<file path="config.mk">
export PLATFORM = sky130hd
export DESIGN_NAME = col_result_reader
export DESIGN_NICKNAME = d
export VERILOG_FILES = /design/src/rtl/col_result_reader.sv
export SDC_FILE = /design/constraint.sdc
export NUM_CORES = 1
export LEC_CHECK = 0
export CAP_MARGIN = 20
export CORE_AREA = 2 2 129 131
export CTS_BUF_LIST = sky130_fd_sc_hd__clkbuf_4 sky130_fd_sc_hd__clkbuf_8 sky130_fd_sc_hd__clkbuf_16
export DETAILED_ROUTE_END_ITERATION = 6
export DIE_AREA = 0 0 131 133
export MAX_ROUTING_LAYER = met4
export PLACE_DENSITY_LB_ADDON = 0.08
export SYNTH_ARGS = -nofsm -noshare
export SYNTH_HDL_FRONTEND = slang
export SYNTH_SLANG_ARGS = --single-unit
</file>
<file path="constraint.sdc">
create_clock -name Clk -period 9.71 [get_ports Clk]
set_clock_uncertainty 0.15 [all_clocks]
set_input_delay 1.942 -clock Clk [delete_from_list [all_inputs] [get_ports Clk]]
set_output_delay 1.942 -clock Clk [all_outputs]
set_load 0.01 [all_outputs]
</file>
<file path="src/rtl/col_result_reader.sv">
// col_result_reader: walks the compressed-result RAM in slice-major order and streams
// each tagged column result over valid/ready, with a running per-slice sum.
module col_result_reader #(
   parameter int NUM_SLICE  = 2,
   parameter int SENSE_COL  = 3,
   parameter int RAM_ADDR_W = 10
) (
   input  logic                  Clk,
   input  logic                  Reset,
   input  logic                  Start,
   output logic                  Ram_Rd_En,
   output logic [RAM_ADDR_W-1:0] Ram_Rd_Addr,
   input  logic [31:0]           Ram_Rd_Data,
   output logic                  Out_Valid,
   input  logic                  Out_Ready,
   output logic [31:0]           Out_Data,
   output logic [7:0]            Out_Slice,
   output logic [7:0]            Out_Col,
   output logic                  Out_Last_Col,
   output logic                  Out_Last,
   output logic [31:0]           Slice_Sum,
   output logic                  Busy,
   output logic                  Done
);
   typedef enum logic [1:0] {IDLE, READ, DRAIN, DONE} state_t;
   localparam logic [7:0] LAST_COL   = 8'(SENSE_COL - 1);
   localparam logic [7:0] LAST_SLICE = 8'(NUM_SLICE - 1);
   state_t      state, state_n;
   logic [7:0]  slice, col, tag_slice, tag_col;
   logic        inflight, wp, rp, pop, push, fifo_pop, last_addr;
   logic [1:0]  cnt;
   logic [47:0] mem [2];
   logic [31:0] acc;

   // The returning read is the FIFO's input stage: with the FIFO empty it is shown
   // directly and only enqueued when downstream does not take it this cycle.
   assign {Out_Data, Out_Slice, Out_Col} = (cnt != 2'd0) ? mem[rp] :
                                           inflight ? {Ram_Rd_Data, tag_slice, tag_col} : '0;
   assign Out_Valid    = (cnt != 2'd0) || inflight;
   assign Out_Last_Col = Out_Valid && (Out_Col == LAST_COL);
   assign Out_Last     = Out_Last_Col && (Out_Slice == LAST_SLICE);
   assign Slice_Sum    = acc + Out_Data;
   assign pop          = Out_Valid && Out_Ready;
   assign push         = inflight && !((cnt == 2'd0) && pop);
   assign fifo_pop     = pop && (cnt != 2'd0);
   assign last_addr    = (col == LAST_COL) && (slice == LAST_SLICE);
   assign Ram_Rd_En    = (state == READ) && ((cnt + {1'b0, inflight}) < 2'd2);
   assign Busy         = (state == READ) || (state == DRAIN);
   assign Done         = state == DONE;

   always_comb begin
      state_n = state;
      if (state == IDLE && Start) state_n = READ;
      else if (state == READ && Ram_Rd_En && last_addr) state_n = DRAIN;
      else if (state == DRAIN && pop && Out_Last) state_n = DONE;
      else if (state == DONE) state_n = IDLE;
   end

   always_ff @(posedge Clk or posedge Reset) begin
      if (Reset) begin
         state       <= IDLE;
         slice       <= '0;
         col         <= '0;
         tag_slice   <= '0;
         tag_col     <= '0;
         Ram_Rd_Addr <= '0;
         inflight    <= 1'b0;
         wp          <= 1'b0;
         rp          <= 1'b0;
         cnt         <= '0;
         acc         <= '0;
      end else begin
         state    <= state_n;
         inflight <= Ram_Rd_En;
         if (Ram_Rd_En) begin
            tag_slice   <= slice;
            tag_col     <= col;
            Ram_Rd_Addr <= last_addr ? '0 : Ram_Rd_Addr + RAM_ADDR_W'(1);
            col         <= (col == LAST_COL) ? '0 : col + 8'd1;
            slice       <= last_addr ? '0 : (col == LAST_COL) ? slice + 8'd1 : slice;
         end
         if (push) wp <= ~wp;
         if (fifo_pop) rp <= ~rp;
         cnt <= cnt + 2'(push) - 2'(fifo_pop);
         if (pop) acc <= Out_Last_Col ? '0 : acc + Out_Data;
      end
   end

   always_ff @(posedge Clk) begin
      if (push) mem[wp] <= {Ram_Rd_Data, tag_slice, tag_col};
   end
endmodule

</file>
== Word level (Yosys, flattened, before mapping) ==
Memories as Yosys holds them, arrays and structs flattened.
Cells that the tools add are included.
Word-level totals
  register bits after elaboration: 81
  RAM bits: 96
  bits of input ports: 36
  output and inout port bits: 96
  logic and storage cells: 64
  memories kept: 1
Memories
  mem: words 2, bits a word 48, rd ports 1, clocked after memory_dff 0, wr ports 1, line 32  | logic [47:0] mem [2];
Cells by class
  add/sub/neg operators: 7
  magnitude comparators: 1
  equal/unequal tests: 7
  multiplexer cells: 13
  bitwise logic cells: 2
  reduce and logical (&&, ||, !) cells: 22
Operator list (count)
  $mux W48: 2
  $add A32 B32 Y32: 1
  $mux W32: 1
  $mux W8: 3
  $add A8 B1 Y8 const B: 2
  $eq A8 B1 Y1 const B: 2
  $eq A8 B2 Y1 const B: 2
  $logic_and A1 B1 Y1: 13
  $add A10 B1 Y10 const B: 1
  $mux W10: 1
  $mux W2: 4
  $add A2 B1 Y2: 2
  $eq A2 B2 Y1 const B: 2
  $logic_not A2 Y1: 2
  $reduce_bool A2 Y1: 2
  $reduce_bool A4 Y1: 1
  $eq A2 B1 Y1 const B: 1
  $logic_or A1 B1 Y1: 2
  $lt A2 B2 Y1 const B: 1
  $mux W1: 2
  $not A1 Y1: 2
  $reduce_and A2 Y1: 1
  $sub A2 B1 Y2: 1
  $logic_not A1 Y1: 1

== Logic depth before layout (Yosys ltp) ==
  depth in word-level cells: 9
  gate-level depth with buffers: 16
  mapped depth without buffers: 13

== Worst setup path before layout ==
Ideal clock, no wire load.
  path kind: input to output
  from: in Ram_Rd_Data[0]
  to: out Slice_Sum[12]
  data arrival time: 4266 ps
  required time: 7618 ps
  setup slack: 3352 ps
  stages on the path: 11
  cells stage by stage: nand3_1 > o21ai_0 > ha_1 > fa_1 > a21o_1 > a211oi_2 > o21ai_0 > a41oi_1 > o21bai_1 > a21oi_1 > xnor2_1
On the way
  longest elaborated chain between the ends: 3
Ends and longest elaborated chain
  start: declaration: line 13  | input logic [31:0] Ram_Rd_Data,
  $mux W48: line 38  | inflight ? {Ram_Rd_Data, tag_slice, tag_col} : '0;
  $mux W48: line 37  | assign {Out_Data, Out_Slice, Out_Col} = (cnt != 2'd0) ? mem[rp] :
  via Out_Data[0]: line 16  | output logic [31:0] Out_Data,
  $add A32 B32 Y32: line 42  | assign Slice_Sum = acc + Out_Data;
  end: declaration: line 21  | output logic [31:0] Slice_Sum,
The timed path passes the listed nets, and every way through them passes these cells.

== Worst setup path after layout ==
  from: in Ram_Rd_Data[1]
  to: out Slice_Sum[31]
On the way
  longest elaborated chain between the ends: 3
Ends and longest elaborated chain (line)
  $mux W48: 38
  $mux W48: 37
  $add A32 B32 Y32: 42
No other way between the ends.

==> metrics.sh <==
ANTENNA_CELLS_INSERTED=0
ROUTE.DETAILED.VIAS_PER_INST=5.892
FINALSETUPTNS_NS=0
SYNTH-WARNING-COUNT=0
RSZ0062_AT_GRT='false'
MAXIMUM_NUMBER_OF_PINS_ON_ONE_NET_BEFORE_GLOBAL_ROUTE_REPAIR=82
FINAL-HOLD-VIOLATION-COUNT=0
NUMBER_OF_POST_CTS_SETUP_REPAIR_BUFFERS=0
CRIT_PATH_MAX_FANOUT=3
WORST_SLEW_MARGIN_REL=0.2983
DRT.ANTENNA.VIOLATING_NETS=0
PLACE.PORT_BUFFERS=131
ANTENNA_VIOLATIONS_BEFORE_REPAIR=0
FINAL_LAYOUT_SIZE_SUFFIX_GT1_FRAC=0.07246
YS_TOP_CELLS_BY_AREA='sky130_fd_sc_hd__edfxtp_1, sky130_fd_sc_hd__dfrtp_1, sky130_fd_sc_hd__ha_1, sky130_fd_sc_hd__mux2i_1, sky130_fd_sc_hd__o21ai_0'
ROUTED-VIA-COUNT=6988
CTS_HTREE_LEVELS=4
CTSLONGESTPATHBUFFERS=2
FIRST_GLOBAL_VIAS=6887
MAPPEDNETLISTNETS=914
NUMBER_OF_ENABLE_FLIP_FLOP_CELLS_AFTER_SYNTHESIS=96
CRITICAL_PATH.MOST_COMMON_CELL='sky130_fd_sc_hd__clkdlybuf4s50_1'
TIMING.CRITICAL_PATH.ARRIVAL_NS=5.60
SEQUENTIAL_AREA_SHARE_AFTER_SYNTHESIS=0.5319
MAXIMUM_CLOCK_RATE_GHz=0.1300
SETUP-VIOLATIONS-FINAL=0
ROUTABILITY_CONGESTION_ESTIMATE_FROM_GLOBAL_PLACEMENT=0.9301
AREA_GROWTH_SYN_TO_FIN_PCT=22.57
CLKSLEWWORSTSETUPHOLDPATHS_NS=0.07
DRC=0
NETLIST.TOP_CELL.BY_AREA='sky130_fd_sc_hd__edfxtp_1'
DR.PASS1.ITERS=6
SYNTH_TOP_FLOP_CELL='sky130_fd_sc_hd__edfxtp_1'
DIE_HEIGHT_UM=133
FLOORPLAN.ROWS=47
SYNTH_CELL_TYPE_COUNT=68
FINALMAXSLEWVIOLATIONS=0
CTS_TREE='done'
CRITPATHCAPTURETYPE='output port'
POST_DRT_WL_PER_CELL_UM=18.40
SYNTH_AREA_PER_CELL_UM2=11.05
PATH_CLASS='in -> out'
STATUS='finished, final reports clean'
TIMING_WORST_SLEW_PIN_VALUE_NS=1.050
SYNTH_SEQ_CELLS=177
CPMAXSTAGEDELAYCELL='sky130_fd_sc_hd__clkdlybuf4s50_1'
FIRST_ITER_VIOLATIONS=541
NUMCTSBUFFERS=17
POST-ROUTE-MIN-PERIOD_NS=7.691
MASTER_CELL_OF_THE_CLOCK_ROOT_BUFFER='sky130_fd_sc_hd__clkbuf_16'
CELL_BY_CELL_TRACE_OF_THE_CRITICAL_PATH='clkdlybuf4s50_1 -> nand3_1 -> o21ai_0 -> ha_1 -> a21o_1 -> nand4_1 -> a2111oi_4 -> o31ai_2 -> a21oi_2 -> mux2i_1 -> nor2_1 -> xor2_1 -> clkdlybuf4s50_1'
CPPEAKSTAGEDELAY_NS=0.57
GLOBALROUTETOTALUTIL=0.2627
SYNTHESIS.AREA_UM2=9230
WORSTSKEWPAIRLATENCY_NS=0.44
TRITONCTS_NUM_SINKS=177
CORE_UM2=16170
DESIGN.PORTCOUNT=132
START_UTIL=0.5708
TIMING.CRITICAL_PATH.FROM_TYPE='primary input'
POST_CTS_HOLD_BUFFER_COUNT=0
GRT_PASS1_WL_MM=34.71
GRT_REMAINING_OVERFLOW=0
TIMING.CRITICAL_PATH.REQUIRED_NS=7.62
CHIPWIDTH_UM=131
SYNTHESIS.INSTANCES=835
HOLDCRITPATHCLASS='reg -> reg'
POST_CTS_RESIZE_COUNT=0
MAX_CAP_VIOL_COUNT=0
ASYNC_SET_RESET_FLOP_SHARE_OUT_OF_SYNTHESIS=0.4576
FP.DIEAREA_UM2=17420
LAYOUT_WORST_PATH_CYCLE_SHARE=0.7921
DP_HPWL_MM=15.03
FINALWIRELENGTH_MM=21.82
NETS=1032
SYNTH_LARGEST_TYPE_AREA_FRACTION=0.3123
## critical path: cells and delay by family
kind,cells,cell delay (ns)
compound gates,5,1.25
mux,1,0.36
fa+ha+maj,1,0.41
simple gates,3,0.42
xor+xnor,1,0.18
buf+inv,2,1.02
## path summary, 6_finish.rpt
path | startpoint | to | slack, ns | cells after the start
min reg2reg | acc[3]$_DFFE_PP0P_ | acc[3]$_DFFE_PP0P_ | 0.33 | 2
max reg2reg | cnt[1]$_DFF_PP0_ | acc[31]$_DFFE_PP0P_ | 5.28 | 11
max in group asynchronous | Reset | rp$_DFFE_PP0P_ | 7.01 | 4
max | Ram_Rd_Data[1] | Slice_Sum[31] | 2.02 | 13
min | acc[3]$_DFFE_PP0P_ | acc[3]$_DFFE_PP0P_ | 0.33 | 2
min in group asynchronous | Reset | Ram_Rd_Addr[8]$_DFFE_PP0P_ | 1.79 | 3
## cells in the final DEF, fill, tap and decap left out, drive strengths merged, types with 9 or more instances in the layout
master,instances
nor2,30
nand3,70
and2,9
a22o,22
clkbuf,19
buf,11
xnor2,31
nand4,12
a21oi,38
clkdlybuf4s50,131
nand2,89
inv,31
dfrtp,81
a21o,19
mux2i,48
xor2,13
edfxtp,96
o21ai,73
ha,42
## cells by family after synthesis
| logic type | share of synthesized area |
|---|---|
| compound gates | 0.1455 |
| xor+xnor | 0.04175 |
| fa+ha+maj | 0.05910 |
| buf+inv | 0.02941 |
| flops | 0.5319 |
| mux | 0.05571 |
| simple gates | 0.1366 |
## synth_stat cells (3+ instances only)
cell type                   n
sky130_fd_sc_hd__a31oi_1    3
sky130_fd_sc_hd__buf_4      6
sky130_fd_sc_hd__nand3_1   70
sky130_fd_sc_hd__o21bai_1   3
sky130_fd_sc_hd__nand2_1   89
sky130_fd_sc_hd__and3_1     6
sky130_fd_sc_hd__nand4_1   12
sky130_fd_sc_hd__nor2b_1    4
sky130_fd_sc_hd__a21o_1    19
sky130_fd_sc_hd__mux2_2     3
sky130_fd_sc_hd__buf_2      3
sky130_fd_sc_hd__and2_1     9
sky130_fd_sc_hd__nor3_1     8
sky130_fd_sc_hd__a21oi_1   36
sky130_fd_sc_hd__nor4_1     7
sky130_fd_sc_hd__or2_2      3
sky130_fd_sc_hd__dfrtp_1   81
sky130_fd_sc_hd__clkbuf_1  27
sky130_fd_sc_hd__mux2i_1   48
sky130_fd_sc_hd__edfxtp_1  96
sky130_fd_sc_hd__a21boi_0   4
sky130_fd_sc_hd__ha_1      42
sky130_fd_sc_hd__buf_1      6
sky130_fd_sc_hd__inv_1     22
sky130_fd_sc_hd__or3_1      5
sky130_fd_sc_hd__xnor2_1   31
sky130_fd_sc_hd__o21ai_0   71
sky130_fd_sc_hd__xor2_1    13
sky130_fd_sc_hd__nor2_1    30
sky130_fd_sc_hd__a22o_1    22
sky130_fd_sc_hd__o31ai_1    3
## through the flow
| step | setup slack [ns] | cells | util | hold slack (ns) | area (um^2) |
|---|---|---|---|---|---|
| final | 2.019 | 1186 | 0.6996 | 0.3253 | 11310 |
| after global routing | 1.846 | 1186 | 0.6996 | 0.3732 | 11310 |
| after CTS | 2.058 | 1185 | 0.6979 | 0.3304 | 11290 |
| after detailed placement | 2.077 | 1153 | 0.6630 | 0.3148 | 10720 |
| after global placement | 2.199 | 1153 | 0.6630 | 0.3173 | 10720 |
| after floorplan | 3.352 | 835 | - | 0.2928 | 9230 |
## routing by layer
layer,GRT usage,routed length (um)
met3,0.04327,914
met1,0.3399,9743
met4,0.07565,329
met2,0.4283,10840
met5,-,0
## registers in the layout, indices dropped and copies added, names as in the netlist, 2 cells and up
signal,flops
mem,96
tag_slice,8
slice,8
tag_col,8
state,2
Ram_Rd_Addr,10
col,8
acc,32
cnt,2
## cell type report
cell class	instances	area, um^2
sequential	177	4911
clock buffer	19	452.9
inverter	22	83.83
multi-input combinational	593	4065
tap	220	275.3
timing repair buffer	142	1414
clock inverter	13	111.4
fill	1208	4858
Power is not shown: default switching activity piles up to over one toggle a cycle in this logic, so the estimate is an artifact.
==> patch 1 (config.mk and constraints unchanged) <==
Re-encode `state_t` (4 states) as one-hot, 4 bits wide.
--- a/src/rtl/col_result_reader.sv
+++ b/src/rtl/col_result_reader.sv
@@ -22,7 +22,7 @@
    output logic                  Busy,
    output logic                  Done
 );
-   typedef enum logic [1:0] {IDLE, READ, DRAIN, DONE} state_t;
+   typedef enum logic [3:0] {IDLE = 4'b0001, READ = 4'b0010, DRAIN = 4'b0100, DONE = 4'b1000} state_t;
    localparam logic [7:0] LAST_COL   = 8'(SENSE_COL - 1);
    localparam logic [7:0] LAST_SLICE = 8'(NUM_SLICE - 1);
    state_t      state, state_n;
Check against the original RTL: same outputs for any inputs over 4 cycles, from zero or initial values and one cycle with Reset high; so few cycles prove little.
==> patch 1 against the unedited design <==
Design area rose by 2.4%; register-to-register slack improved by 0.10 ns; routed wire length rose by 2.0%; worst setup slack better by 0.18 ns; synthesized area increased by 2.3%; sequential share of layout area down 0.57 points; synthesized cell count down 0.84%; sequential cell count increased by 2; critical endpoint is now Slice_Sum[30]; highest routed layer unchanged.
==> patch 1: results <==
group,metric,value,unit
routing,postRouteAntennaNets,0,
timing,worst_slew_pin_slew,1.000,ns
placed_design,post_dp_cell_area,0.01094,mm^2
worst_setup_path,reg2reg_depth,11,
timing,whs,0.3340,ns
yosys,yosys-top-cells-count,"96 x edfxtp_1, 82 x dfrtp_1, 67 x nand3_1, 67 x o21ai_0, 51 x mux2i_1",
finish,fill_cells,1158,
worst_setup_path,slowest_delay,0.59,ns
finish,nets,1021,
yosys,yosysSeqAreaShare,0.5252,
power,p_leak,0.004792,uW
yosys,synth_nets,903,
clocking,cts-root-buf,"clkbuf_16",
global_routing,grt_pass1_vias,7079,
run_status,status,"finished, final reports clean",
global_routing,track_usage,0.2745,
worst_setup_path,r2r_start,"rp",
finish,fin_cells,1179,
clocking,cts_setup_buffers,0,
worst_setup_path,critPathArrivalTime,5.42,ns
worst_setup_path,reg2reg_slack,5.38,ns
worst_setup_path,worstSetupEndpoint,"Slice_Sum[30]",
global_routing,grt_pass1_wl,36290,um
worst_setup_path,r2r-end,"acc[29]",
yosys,synth.most_common_cell,"edfxtp_1",
yosys,syn-mean-instance-area,11.41,um^2
routing,drtIter0Drc,570,
clocking,clock_latency,0.43,ns
placed_design,dp_hpwl,15330,um
timing,clock.fmax,133.1,MHz
hold_path,hold_start,"col[7]",
finish,drive_above_1_share,0.09593,
yosys,async_reset_ff_frac,0.4637,
routing,dr.pass1.iters,5,
global_routing,grt_max_degree,84,
clocking,clock_path_buffers,2,
worst_setup_path,crit_path_max_fanout,4,
placed_design,place_ws,2.216,ns
worst_setup_path,critPathLaunch,"Ram_Rd_Data[0]",
yosys,synthTopCellsByArea,"edfxtp_1 31%, dfrtp_1 22%, mux2i_1 5.4%, ha_1 5.0%, nand3_1 3.6%",
yosys,yosysUniqueCellTypes,76,
placed_design,gp_congestion,0.9047,
hold_path,hold_depth,1,
placed_design,placed_cells,1146,
routing,avgViaCountPerCell,5.989,
hold_path,hold_end,"col[7]",
routing,post_drt_wl_per_cell,18.88,um
-- patch 1: cell types whose count changed after synthesis, moves of 5 or more --
cell / unedited run / this run
nand2_1: 89 / 42
xor2_1: 13 / 18
inv_1: 22 / 16
clkbuf_1: 27 / 18
mux2_2: 3 / 18
nand2b_1: 0 / 8
nor2_1: 30 / 37
and2_1: 9 / 3
buf_2: 3 / 13
buf_4: 6 / 1
-- patch 1: kinds of logic (layout without fill, tap and decap cells) --
family | count (synthesis) | in the layout | share of synthesized area
AO/OA/AOI/OAI | 202 | 202 | 0.1425
XOR/XNOR | 51 | 51 | 0.04729
adder cells (fa/ha/maj) | 39 | 39 | 0.05246
buffers and inverters | 59 | 190 | 0.02716
flip-flops | 179 | 179 | 0.5252
multiplexers | 69 | 69 | 0.07551
AND/OR/NAND/NOR | 229 | 229 | 0.1298
-- patch 1: layout make-up --
| class | count | area [um^2] | share of cell area |
|---|---|---|---|
| flip-flops and latches | 179 | 4962 | 0.4284 |
| multi-input cells | 590 | 4244 | 0.3664 |
| repair buffers | 142 | 1419 | 0.1225 |
| clock buffers | 22 | 504.2 | 0.04353 |
| well taps | 220 | 275.3 | 0.02377 |
| clock inverters | 10 | 116.4 | 0.01005 |
| inverters | 16 | 61.31 | 0.005293 |
-- patch 1: power groups by stage --
stage	sequential, uW	combinational, uW	clock, uW
after floorplan	924	1400	0
after CTS	954	2240	723
after detailed placement	966	2220	0
final	954	2250	713
after global routing	964	2430	757
after global placement	963	2190	0
-- patch 1: layer usage --
metal,vias up,global-route usage,part of all wire
li1,3353,-,-
met5,-,-,0
met3,38,0.05014,0.045
met1,3484,0.3501,0.43
met4,0,0.08274,0.018
met2,186,0.4476,0.51
==> patch 2 (same settings) <==
Made on the original files. `RAM_ADDR_W`: 10 -> 9.
--- a/src/rtl/col_result_reader.sv
+++ b/src/rtl/col_result_reader.sv
@@ -3,7 +3,7 @@
 module col_result_reader #(
    parameter int NUM_SLICE  = 2,
    parameter int SENSE_COL  = 3,
-   parameter int RAM_ADDR_W = 10
+   parameter int RAM_ADDR_W = 9
 ) (
    input  logic                  Clk,
    input  logic                  Reset,
Interface: changed (resized Ram_Rd_Addr); port bits go from 132 to 131. The function was not compared with the original's and may differ.
==> patch 2 against the unedited design <==
Synthesized area down 0.57%; critical path type unchanged; sequential cell count down 1; critical endpoint is now Slice_Sum[30]; routed wire length increased by 0.21%; design area about the same; worst setup slack got worse by 0.14 ns; register-to-register slack worse by 0.44 ns.
Power is not shown: default switching activity piles up to over one toggle a cycle in this logic, so the estimate is an artifact.
==> patch 2: results <==
group,metric,value,unit
run_status,status,"finished, final reports clean",
routing,num_vias,7044,
routing,wirelength,21870,um
worst_setup_path,reg2reg_slack,4.84,ns
worst_setup_path,crit_path_max_fanout,4,
finish,nets,1035,
routing,drtIter0Drc,567,
global_routing,track_usage,0.2616,
yosys,yosys-top-cells-count,"102 x nand2_1, 96 x edfxtp_1, 80 x dfrtp_1",
worst_setup_path,critPathLaunch,"Ram_Rd_Data[0]",
worst_setup_path,worstSetupEndpoint,"Slice_Sum[30]",
global_routing,grt_pass1_wl,34210,um
routing,avgViaCountPerCell,5.924,
placed_design,gp_congestion,0.9178,
finish,finish.instance_area,0.01131,mm^2
worst_setup_path,cp_slowest_cell,"a211oi_1",
worst_setup_path,reg2reg_depth,13,
placed_design,place_ws,1.902,ns
hold_path,hold_end,"acc[16]",
global_routing,use_met2,0.4318,
global_routing,grt_pass1_vias,6804,
placed_design,dp_hpwl,15040,um
hold_path,hold_start,"acc[16]",
yosys,yosysUniqueCellTypes,71,
yosys,synth_nets,917,
[patch 2: area by class of cell]
cell class	count	area share
Sequential cell	176	0.4322
Multi-Input combinational cell	598	0.3591
Timing Repair Buffer	140	0.1235
Clock buffer	17	0.03763
Tap cell	220	0.02435
Clock inverter	15	0.01549
Inverter	23	0.007747
[patch 2: layer usage]
metal  up-vias  part of all wire
li1       3323                 -
met1      3450              0.42
met2       217              0.50
met3        54             0.050
met4         0             0.026
met5         -                 0
[patch 2: cell families after synthesis]
group,Yosys count,synth area share
buf+inv,64,0.02686
mux,50,0.05481
simple gates,257,0.1365
xor+xnor,49,0.04676
fa+ha+maj,43,0.05944
compound gates,199,0.1434
flops,176,0.5322
